## config.mk

```make
export PLATFORM = sky130hd
export DESIGN_NAME = apu_envelope_bank
export DESIGN_NICKNAME = d
export VERILOG_FILES = /design/src/rtl/apu_env_pkg.sv /design/src/rtl/apu_env_channel.sv /design/src/rtl/apu_envelope_bank.sv
export SDC_FILE = /design/constraint.sdc
export NUM_CORES = 1
export LEC_CHECK = 0
export CORE_MARGIN = 3
export CORE_UTILIZATION = 25
export CTS_CLUSTER_DIAMETER = 40
export DETAILED_ROUTE_END_ITERATION = 7
export GPL_TIMING_DRIVEN = 0
export SETUP_SLACK_MARGIN = 0.2
export SYNTH_ARGS = -nofsm -noshare
export SYNTH_HDL_FRONTEND = slang
export SYNTH_SLANG_ARGS = --single-unit
```

## constraint.sdc

```tcl
create_clock -name clk -period 2.04 [get_ports clk]
set_clock_uncertainty 0.05 [all_clocks]
set_input_delay 0.408 -clock clk [delete_from_list [all_inputs] [get_ports clk]]
set_output_delay 0.408 -clock clk [all_outputs]
set_load 0.1 [all_outputs]
```

## src/rtl/apu_env_pkg.sv

```systemverilog
// Shared field positions and channel indices for the APU envelope bank.
// The hold/from_cpu word is {loop/halt, constant, period/volume}.
package apu_env_pkg;

  localparam int VOL_W_DEF = 4;

  // Field positions for the default 4-bit volume width
  localparam int LOOP_BIT  = VOL_W_DEF + 1;
  localparam int CONST_BIT = VOL_W_DEF;
  localparam int PERIOD_HI = VOL_W_DEF - 1;
  localparam int PERIOD_LO = 0;

  // Default channel assignment
  localparam int CH_PULSE1 = 0;
  localparam int CH_PULSE2 = 1;
  localparam int CH_NOISE  = 2;

  // Field positions for an arbitrary volume width
  function automatic int loop_bit(input int vol_w);
    return vol_w + 1;
  endfunction

  function automatic int const_bit(input int vol_w);
    return vol_w;
  endfunction

endpackage

```

## src/rtl/apu_env_channel.sv

```systemverilog
// One envelope unit: hold register, start flag, divider and decay counter.
// Volume and done flags are combinational from the registers.
module apu_env_channel
  import apu_env_pkg::*;
#(
  parameter int VOL_W = 4
) (
  input  logic             clk,
  input  logic             rst,
  input  logic             clk_en,
  input  logic             wr,
  input  logic [VOL_W+1:0] din,
  input  logic             restart,
  output logic [VOL_W-1:0] vol,
  output logic             done
);

  localparam int LB = loop_bit(VOL_W);
  localparam int CB = const_bit(VOL_W);
  localparam logic [VOL_W-1:0] MAX = '1;

  logic [VOL_W+1:0] hold;
  logic             start;
  logic [VOL_W-1:0] divider;
  logic [VOL_W-1:0] count;
  logic [VOL_W-1:0] period;
  logic             loop_f;
  logic             const_f;

  assign period  = hold[VOL_W-1:0];
  assign loop_f  = hold[LB];
  assign const_f = hold[CB];

  // Register write: hold only changes on a write, reloads read the pre-edge value
  always_ff @(posedge clk or posedge rst) begin
    if (rst) begin
      hold <= '0;
    end else if (wr) begin
      hold <= din;
    end
  end

  // Start flag: restart wins over the clear performed by a quarter-frame
  always_ff @(posedge clk or posedge rst) begin
    if (rst) begin
      start <= 1'b0;
    end else if (restart) begin
      start <= 1'b1;
    end else if (clk_en) begin
      start <= 1'b0;
    end
  end

  // Divider and decay counter advance once per quarter-frame
  always_ff @(posedge clk or posedge rst) begin
    if (rst) begin
      divider <= '0;
      count   <= '0;
    end else if (clk_en) begin
      if (start) begin
        count   <= MAX;
        divider <= period;
      end else if (divider == '0) begin
        divider <= period;
        if (count != '0) begin
          count <= count - 1'b1;
        end else if (loop_f) begin
          count <= MAX;
        end
      end else begin
        divider <= divider - 1'b1;
      end
    end
  end

  assign vol  = const_f ? period : count;
  assign done = (count == '0) & ~loop_f;

endmodule

```

## src/rtl/apu_envelope_bank.sv

```systemverilog
// Multi-channel APU envelope generator: shared CPU write port and
// quarter-frame enable, one apu_env_channel per channel.
// Optional feature macro: APU_ENV_MUTE_EN adds a per-channel mute input
// that forces the channel volume to zero while state keeps advancing.
module apu_envelope_bank
  import apu_env_pkg::*;
#(
  parameter int NUM_CH = 3,
  parameter int VOL_W  = 4,
  localparam int CH_W  = (NUM_CH > 1) ? $clog2(NUM_CH) : 1
) (
  input  logic                    clk,
  input  logic                    rst,
  input  logic                    clk_en,
  input  logic [CH_W-1:0]         wr_ch,
  input  logic [VOL_W+1:0]        from_cpu,
  input  logic                    env_wren,
  input  logic [NUM_CH-1:0]       env_restart,
`ifdef APU_ENV_MUTE_EN
  input  logic [NUM_CH-1:0]       mute,
`endif
  output logic [NUM_CH*VOL_W-1:0] env_out,
  output logic [NUM_CH-1:0]       env_done
);

  for (genvar i = 0; i < NUM_CH; i++) begin : g_ch
    logic             wr;
    logic [VOL_W-1:0] vol;

    // Out-of-range channel indices match no channel, so the write is dropped
    assign wr = env_wren & (wr_ch == CH_W'(i));

    apu_env_channel #(
      .VOL_W (VOL_W)
    ) u_ch (
      .clk     (clk),
      .rst     (rst),
      .clk_en  (clk_en),
      .wr      (wr),
      .din     (from_cpu),
      .restart (env_restart[i]),
      .vol     (vol),
      .done    (env_done[i])
    );

`ifdef APU_ENV_MUTE_EN
    assign env_out[i*VOL_W +: VOL_W] = mute[i] ? '0 : vol;
`else
    assign env_out[i*VOL_W +: VOL_W] = vol;
`endif
  end

endmodule
```

# Word level (Yosys, flattened, before mapping)

Cells that the tools add are included.

Register bits: 45
Output and inout bits: 15

Equal/unequal tests: 2
Reduce and logical (&&, ||, !) cells: 22
Bitwise gates (word level): 9
Mux-type cells: 25
Add/subtract/negate cells: 6

Operators by type and width:

| kind                                                | count |
|---|---|
| 2-to-1 mux 4 bit                                    | 21 |
| logical NOT 4 bit                                   | 6 |
| subtractor 4 x 1 -> 4 bit, second input constant    | 6 |
| nonzero test 2 bit                                  | 6 |
| nonzero test 4 bit                                  | 3 |
| AND reduction 3 bit                                 | 3 |
| nonzero test 3 bit                                  | 3 |
| bitwise AND 1 bit                                   | 6 |
| 2-to-1 mux 1 bit                                    | 4 |
| inverter 1 bit                                      | 3 |
| equality test 2 x 1 -> 1 bit, second input constant | 1 |
| equality test 2 bit, second input constant          | 1 |
| logical NOT 2 bit                                   | 1 |

# Longest topological paths before layout

Gate-level depths: netlist (run 1).

Word-level depth: 4
Gate-level depth with buffers: 7

# By module

Synthesis (run 1) repeated with hierarchy kept, for this count alone.

Cell total of the unflattened synthesis: 246
Area, all modules: 2,477.4 um2

By module, submodules not included:

| module            | area an instance (um2) | cells an instance | sequential area each (um2) | instances |
|---|---|---|---|---|
| apu_env_channel   | 815.8                  | 81                | 375.4                      | 3 |
| apu_envelope_bank | 30.0                   | 3                 | 0.0                        | 1 |

# Worst setup path after synthesis (run 1)

Ideal clock, no wire load.

Path type: register -> output
Start point: reg g_ch[1].u_ch.count[2]
End point: out env_out[6]
Required time: 1,582 ps
Cell stages (with the launch flop): 3
Path buffers: 0
Setup slack: -1,013 ps
Data arrival time: 2,595 ps
Path through: dfrtp_1 -> inv_1 -> o21ai_0

Cells in the longest elaborated chain, start to end: 1

RTL lines:

| item                     | line                    | source |
|---|---|---|
| start: declaration       | apu_env_channel.sv:25   | `logic [VOL_W-1:0] count;` |
| start signal: assignment | apu_env_channel.sv:66   | `count <= count - 1'b1;` |
| 2-to-1 mux 4 bit         | apu_env_channel.sv:76   | `assign vol = const_f ? period : count;` |
| end: declaration         | apu_envelope_bank.sv:22 | `output logic [NUM_CH*VOL_W-1:0] env_out,` |

No other way between the ends.

# Final worst setup path (run 1)

Start point: reg g_ch[0].u_ch.count[0]
End point: out env_done[0]

Cells in the longest elaborated chain, start to end: 2

RTL lines:

| item                     | line                    | source |
|---|---|---|
| start: declaration       | apu_env_channel.sv:25   |  |
| start signal: assignment | apu_env_channel.sv:66   |  |
| logical NOT 4 bit        | apu_env_channel.sv:77   | `assign done = (count == '0) & ~loop_f;` |
| bitwise AND 1 bit        | apu_env_channel.sv:77   |  |
| end: declaration         | apu_envelope_bank.sv:23 | `output logic [NUM_CH-1:0] env_done` |

No other way between the ends.

==> summary.txt, run 1 <==
Run status
  • Status: finished with violations
  • Failing checks: negative setup slack

Drt
  • Final wirelength: 6540 um
  • Via density: 4.79
  • Detailed Routing Iterations Pass 1: 4
  • Via count: between 2000 and 2500
  • Drt first-iter violations: 88
  • Routed len/inst: about 15 um
  • Post-detailed-route DRC marker count: 0
  • Final ANT Viol Nets: 0

Floorplanning
  • CORE AREA: between 9000 and 10000 um^2
  • IO Pins: 30
  • Num rows: 35
  • Die area: between 10000 and 15000 um^2
  • Die W: about 100 um
  • Die Y: between 100 and 150 um
  • Starting Density: between 20% and 30%

Yosys
  • Top cells by area, synth: dfrtp_1 (46%), mux2_2 (9.7%), o21ai_0 (4.1%), inv_1 (3.8%), a21oi_1 (3.5%)
  • Most frequent cells after synthesis: dfrtp_1 (45), inv_1 (25), mux2_2 (21)
  • Syn_nets: between 200 and 300
  • Synth Register Bits: 45
  • Cell with the most instances after synthesis: dfrtp_1
  • Mapped cell area: 2450 um^2
  • Cells after synthesis: 242
  • Top cell type's share of synthesized area: a little under half
  • Yosys top cell by area: dfrtp_1
  • Register area share after synthesis: 46.0%
  • Yosys cell types: 47
  • Post-synth ARST share: 100%
  • Syn avg cell area: 10.1 um^2
  • Synth Warn #: 0
  • Primary FF master, synth: dfrtp_1
  • Post-synth EDFFs: 0

Power and ir drop
  • Comb pwr share: 42.0%
  • Int Pwr: roughly 2.0 mW
  • Clock share of power: 20.4%
  • Sequential Power Share: between 30% and 40%
  • Switching power total: 1.43 mW
  • Pwr Density: slightly above 1000 nW/um^2
  • Leak pwr: about 1.4 nW
  • Peak VDD IR: 0.000631 V
  • Switching share of power: 41.6%

Setup path
  • WP buf/inv: 4
  • CP max stage delay: around 0.39 ns
  • R2R Setup Slk: 0.06 ns
  • Reg2reg end: g_ch[0].u_ch.count[0]
  • CP most frequent cell: buf_12
  • Worst Setup Start Kind: register
  • Reg2reg path depth: 8
  • Crit-path leading delay family: simple AND/OR/NAND/NOR gates
  • Cells along the critical path: inv_2 > ha_4 > or3b_4 > or2_4 > inv_4 > buf_12 > buf_12
  • Worst setup path class: reg -> out
  • FF-to-FF Start: g_ch[0].u_ch.count[0]
  • Cell depth of the worst setup path: 7
  • Worst Setup End Kind: output pin
  • Data required time of the worst path: 1.58 ns
  • CP max-delay cell: dfrtp_1
  • Crit path max fanout: 3
  • Worst Path Arrival: 1.84 ns

Clock network
  • CTS tree: done
  • H-tree levels: 2
  • Clock Path Buffers: 2
  • Clk root buf: clkbuf_8
  • CTS buffer count: 5
  • Hold_buf cts: 0
  • Clk_lat worst skew: 0.29 ns
  • CTS Sinks: between 40 and 50
  • Clk pin slew, worst setup/hold paths: 0.09 ns

Timing
  • Final Hold Violating Endpoints: 0
  • Final setup TNS: -0.259 ns
  • Final period util: 113%
  • Slew @ Worst Pin: 0.578 ns
  • RSZ-0062 raised after global routing: yes
  • Fmax: 435 MHz
  • Setup Viol. Count Final: 1
  • Hold Worst Slack: ~0.28 ns
  • Post-route setup slack: -0.259 ns
  • Final worst path period need: 2.30 ns
  • Slew HR: 61.3%
  • Max-slew violations: 0

Cells and area
  • Nets@finish: 326
  • Layout cell share with drive strength beyond 1: 37.6%
  • P&R area growth vs syn: 38.2%
  • # diodes: 0
  • Final core occ: 36.1%

Placed design
  • GPL Wtd Cong: 0.848
  • I/O Buffers: 29
  • Post-DP HPWL: approximately 4500 um

Min path
  • Min-delay worst type: in -> async

GRT
  • Initial antenna violation count: 0
  • Vias in the first global route: 2157
  • GRT Overall Usage: 12.0%
  • Gr ovfl total: 0
  • First-pass GRT wire length: 10800 um
  • Largest net degree at the start of global routing: 41

Job
  • Max-cap violations: 0
final cells by class:
type / count / area (um^2)
Clock buffer: 7 / 86.3
Tap cell: 129 / 161
Multi-Input combinational cell: 161 / 1280
Timing Repair Buffer: 56 / 520
Buffer: 11 / 75.1
Fill cell: 954 / 5990
Sequential cell: 45 / 1130
Inverter: 25 / 96.3
Clock inverter: 1 / 30.0
through the flow:
stage | power [mW] | worst slack [ns] | cells | instance area [um^2]
2_1_floorplan | 2.24 | -0.222 | 242 | 2480
3_3_place_gp | 2.53 | -0.982 | 400 | 2930
3_5_place_dp | 2.57 | -0.980 | 401 | 2950
4_1_cts | 3.30 | -0.273 | 420 | 3200
5_1_grt | 3.63 | -0.329 | 435 | 3390
6_report | 3.44 | -0.259 | 435 | 3390
registers in the layout, indices dropped and copies added, names as in the netlist:
register           flops
g_ch.u_ch.hold        18
g_ch.u_ch.start        3
g_ch.u_ch.divider     12
g_ch.u_ch.count       12
power by group through the flow:
stage / sequential, mW / clock, mW / combinational, mW
after floorplan: 1.23 / 0 / 1.00
after global placement: 1.29 / 0 / 1.25
after detailed placement: 1.30 / 0 / 1.28
after CTS: 1.28 / 0.718 / 1.31
after global routing: 1.32 / 0.764 / 1.55
final: 1.29 / 0.700 / 1.44
cell usage in the layout, fill, tap and decap left out, drive strengths merged, types with 2 or more instances in the layout:
| master | synthesis | final |
|---|---|---|
| a211oi | 2 | 2 |
| a21o | 3 | 3 |
| a21oi | 17 | 17 |
| a22oi | 2 | 2 |
| a31oi | 6 | 6 |
| a32oi | 2 | 2 |
| a41oi | 2 | 2 |
| buf | 7 | 44 |
| clkbuf | 4 | 16 |
| clkdlybuf4s50 | 0 | 14 |
| dfrtp | 45 | 45 |
| ha | 6 | 6 |
| inv | 25 | 25 |
| mux2 | 21 | 21 |
| mux2i | 6 | 6 |
| nand2 | 13 | 13 |
| nand3 | 5 | 5 |
| nand3b | 3 | 3 |
| nor2 | 5 | 5 |
| nor3 | 10 | 10 |
| nor3b | 5 | 5 |
| nor4b | 2 | 2 |
| o21ai | 20 | 20 |
| o22a | 3 | 3 |
| o311ai | 2 | 2 |
| o31ai | 2 | 2 |
| or2 | 6 | 6 |
| or3 | 2 | 2 |
timing repair:
action,4_1_cts,5_1_grt
endpoints found under the hold margin,0,0
setup endpoints to repair,28,25
pin swaps,4,7
resized for setup,111,23
buffers inserted,11,15
worst max path at each step:
stage	from	endpoint	slack, ns
floorplan	g_ch[1].u_ch.hold[4]	env_out[4]	-0.22
global placement	g_ch[0].u_ch.count[1]	env_done[0]	-0.98
detailed placement	g_ch[0].u_ch.count[0]	env_done[0]	-0.98
CTS	g_ch[0].u_ch.count[0]	env_done[0]	-0.27
global route	g_ch[0].u_ch.count[0]	env_done[0]	-0.33
finish	g_ch[0].u_ch.count[0]	env_done[0]	-0.26
layer usage:
layer | global-route usage (%) | share of wire, % | up-vias
li1 | - | - | 1006
met1 | 16.6 | 47 | 1038
met2 | 19.0 | 49 | 34
met3 | 2.47 | 3.4 | 6
met4 | 3.09 | 1.2 | 0
met5 | 0 | 0 | -
kinds of logic (layout without fill, tap and decap cells):
logic type | after synthesis | count (layout) | share of synthesized area, %
buffers and inverters | 36 | 100 | 6.13
adders and majority gates | 6 | 6 | 3.06
AOI/OAI and AO/OA | 70 | 70 | 18.3
muxes | 27 | 27 | 12.1
and+or+nand+nor | 58 | 58 | 14.4
DFF | 45 | 45 | 46.0
Note: power is estimated with default switching activity, not from simulation.
==> run 2: changes to the inputs <==
--- a/config.mk
+++ b/config.mk
@@ -10,6 +10,7 @@
 export CTS_CLUSTER_DIAMETER = 40
 export DETAILED_ROUTE_END_ITERATION = 7
 export GPL_TIMING_DRIVEN = 0
+export PLACE_DENSITY = 0.45
 export SETUP_SLACK_MARGIN = 0.2
 export SYNTH_ARGS = -nofsm -noshare
 export SYNTH_HDL_FRONTEND = slang
==> summary.txt, run 2 (synthesis results as in run 1) <==
Run status
  • Status: finished with violations
  • Failing checks: negative setup slack

Power and ir drop
  • Peak VDD IR: about 0.00046 V
  • Pwr Density: 1020 nW/um^2
  • Leak pwr: 1.41 nW

GRT
  • GRT Overall Usage: 11.5%
  • First-pass GRT wire length: just over 10000 um
  • Vias in the first global route: about 2000
  • Initial antenna violation count: 0
  • Largest net degree at the start of global routing: 34
  • Gr ovfl total: 0

Drt
  • Detailed Routing Iterations Pass 1: 4
  • Via density: ~4.8
  • Drt first-iter violations: 76
  • Routed len/inst: 14.9 um
  • Final wirelength: 6360 um
  • Via count: 2031
  • Post-detailed-route DRC marker count: 0
  • Final ANT Viol Nets: 0

Setup path
  • Reg2reg end: g_ch[0].u_ch.count[3]
  • CP max stage delay: 0.41 ns
  • Worst Setup End Kind: output pin
  • Worst Setup Start Kind: register
  • Reg2reg path depth: 8
  • Worst setup path class: reg -> out
  • Cells along the critical path: inv_2 > ha_4 > or3b_4 > or2_4 > inv_2 > buf_12 > buf_12
  • Crit path max fanout: 3
  • Crit-path leading delay family: simple AND/OR/NAND/NOR gates
  • CP max-delay cell: dfrtp_1
  • FF-to-FF Start: g_ch[0].u_ch.count[0]
  • WP buf/inv: 4
  • Data required time of the worst path: about 1.6 ns
  • R2R Setup Slk: 0.09 ns
  • Worst Path Arrival: 1.87 ns

Clock network
  • CTS buffer count: 5
  • Clk pin slew, worst setup/hold paths: 0.09 ns
  • Clk root buf: clkbuf_8
  • CTS Sinks: 45
  • H-tree levels: 2
  • Clk_lat worst skew: 0.30 ns
  • Clock Path Buffers: 2
  • CTS tree: done

Timing
  • Slew @ Worst Pin: roughly 0.53 ns
  • Final period util: 114%
  • Final Hold Violating Endpoints: 0
  • Post-route setup slack: -0.284 ns
  • Slew HR: roughly two thirds
  • Max-slew violations: 0
  • Final setup TNS: -0.284 ns
  • Final worst path period need: 2.32 ns
  • Fmax: 430 MHz
  • Setup Viol. Count Final: 1
  • RSZ-0062 raised after global routing: yes

Cells and area
  • Layout cell share with drive strength beyond 1: 36.7%
  • Top Registers: g_ch.u_ch.hold x18, g_ch.u_ch.count x12, g_ch.u_ch.divider x12
  • # diodes: 0
  • Largest register by flop count: g_ch.u_ch.hold
  • P&R area growth vs syn: 37.1%
  • Leading cell types in the layout, fill and taps excluded: dfrtp_1 (41), mux2_2 (21), buf_4 (20), inv_1 (17), a21oi_1 (17)
  • Max reg flops: 18
  • Final std cells w/o fill: between 400 and 500
  • Commonest non-fill, non-tap cell in the layout: dfrtp_1
  • Final core occ: 35.8%
  • Filler Cell Count: 959
  • Nets@finish: 317

Job
  • Max-cap violations: 0

Min path
  • Min-delay worst type: in -> async

Floorplanning
  • Die W: 105 um
  • Starting Density: between 20% and 30%
  • Die Y: 105 um
  • Die area: 11000 um^2
  • Num rows: 35
  • CORE AREA: 9370 um^2
  • IO Pins: 30

Placed design
  • GPL Wtd Cong: approximately 0.74
  • Pre-CTS setup slack: -0.998 ns
  • Post-DP HPWL: 4510 um
  • I/O Buffers: 29
  • Inst Count DP: around 400
run 2: report_power, final:
part	switching, mW	internal, mW
clock	0.323	0.399
combinational	0.891	0.506
sequential	0.223	1.08
run 2: final cells by class:
type	instances	area, um^2	area share, %
plain buffers	11	75.1	2.23
clock buffers	6	82.6	2.46
clock inverters	2	37.5	1.12
inverters	25	93.8	2.79
multi-input cells	161	1300	38.7
flip-flops and latches	45	1130	33.7
well taps	129	161	4.80
repair buffers	47	477	14.2
run 2: metrics by stage:
step	power [mW]	hold WS [ns]	cell area (um^2)
after floorplan	2.24	0.423	2480
after global placement	2.56	0.456	2930
after detailed placement	2.57	0.460	2950
after CTS	3.32	0.322	3170
after global routing	3.62	0.340	3360
final	3.42	0.324	3360
run 2: worst max-delay path by stage:
stage | start | to | slack (ns) | depth (start not counted)
CTS | g_ch[0].u_ch.count[0] | env_done[0] | -0.29 | 7
global placement | g_ch[0].u_ch.count[1] | env_done[0] | -0.99 | 7
detailed placement | g_ch[0].u_ch.count[1] | env_done[0] | -1.0 | 7
global route | g_ch[0].u_ch.count[1] | env_done[0] | -0.36 | 7
floorplan | g_ch[1].u_ch.hold[4] | env_out[4] | -0.22 | 1
finish | g_ch[0].u_ch.count[0] | env_done[0] | -0.28 | 7
run 2: what timing repair did:
action | 4_1_cts | 5_1_grt
endpoints found under the setup margin | 28 | 23
resized for setup | 112 | 28
hold buffers | 0 | 0
pin swaps | 3 | 9
cloned | 0 | 0
setup buffers | 7 | 10
run 2: routing by layer:
metal  track usage, %  routed length, um
met5                0                  0
met4             2.72                 40
met3             2.53                253
met2             17.2               2860
met1             16.7               3210
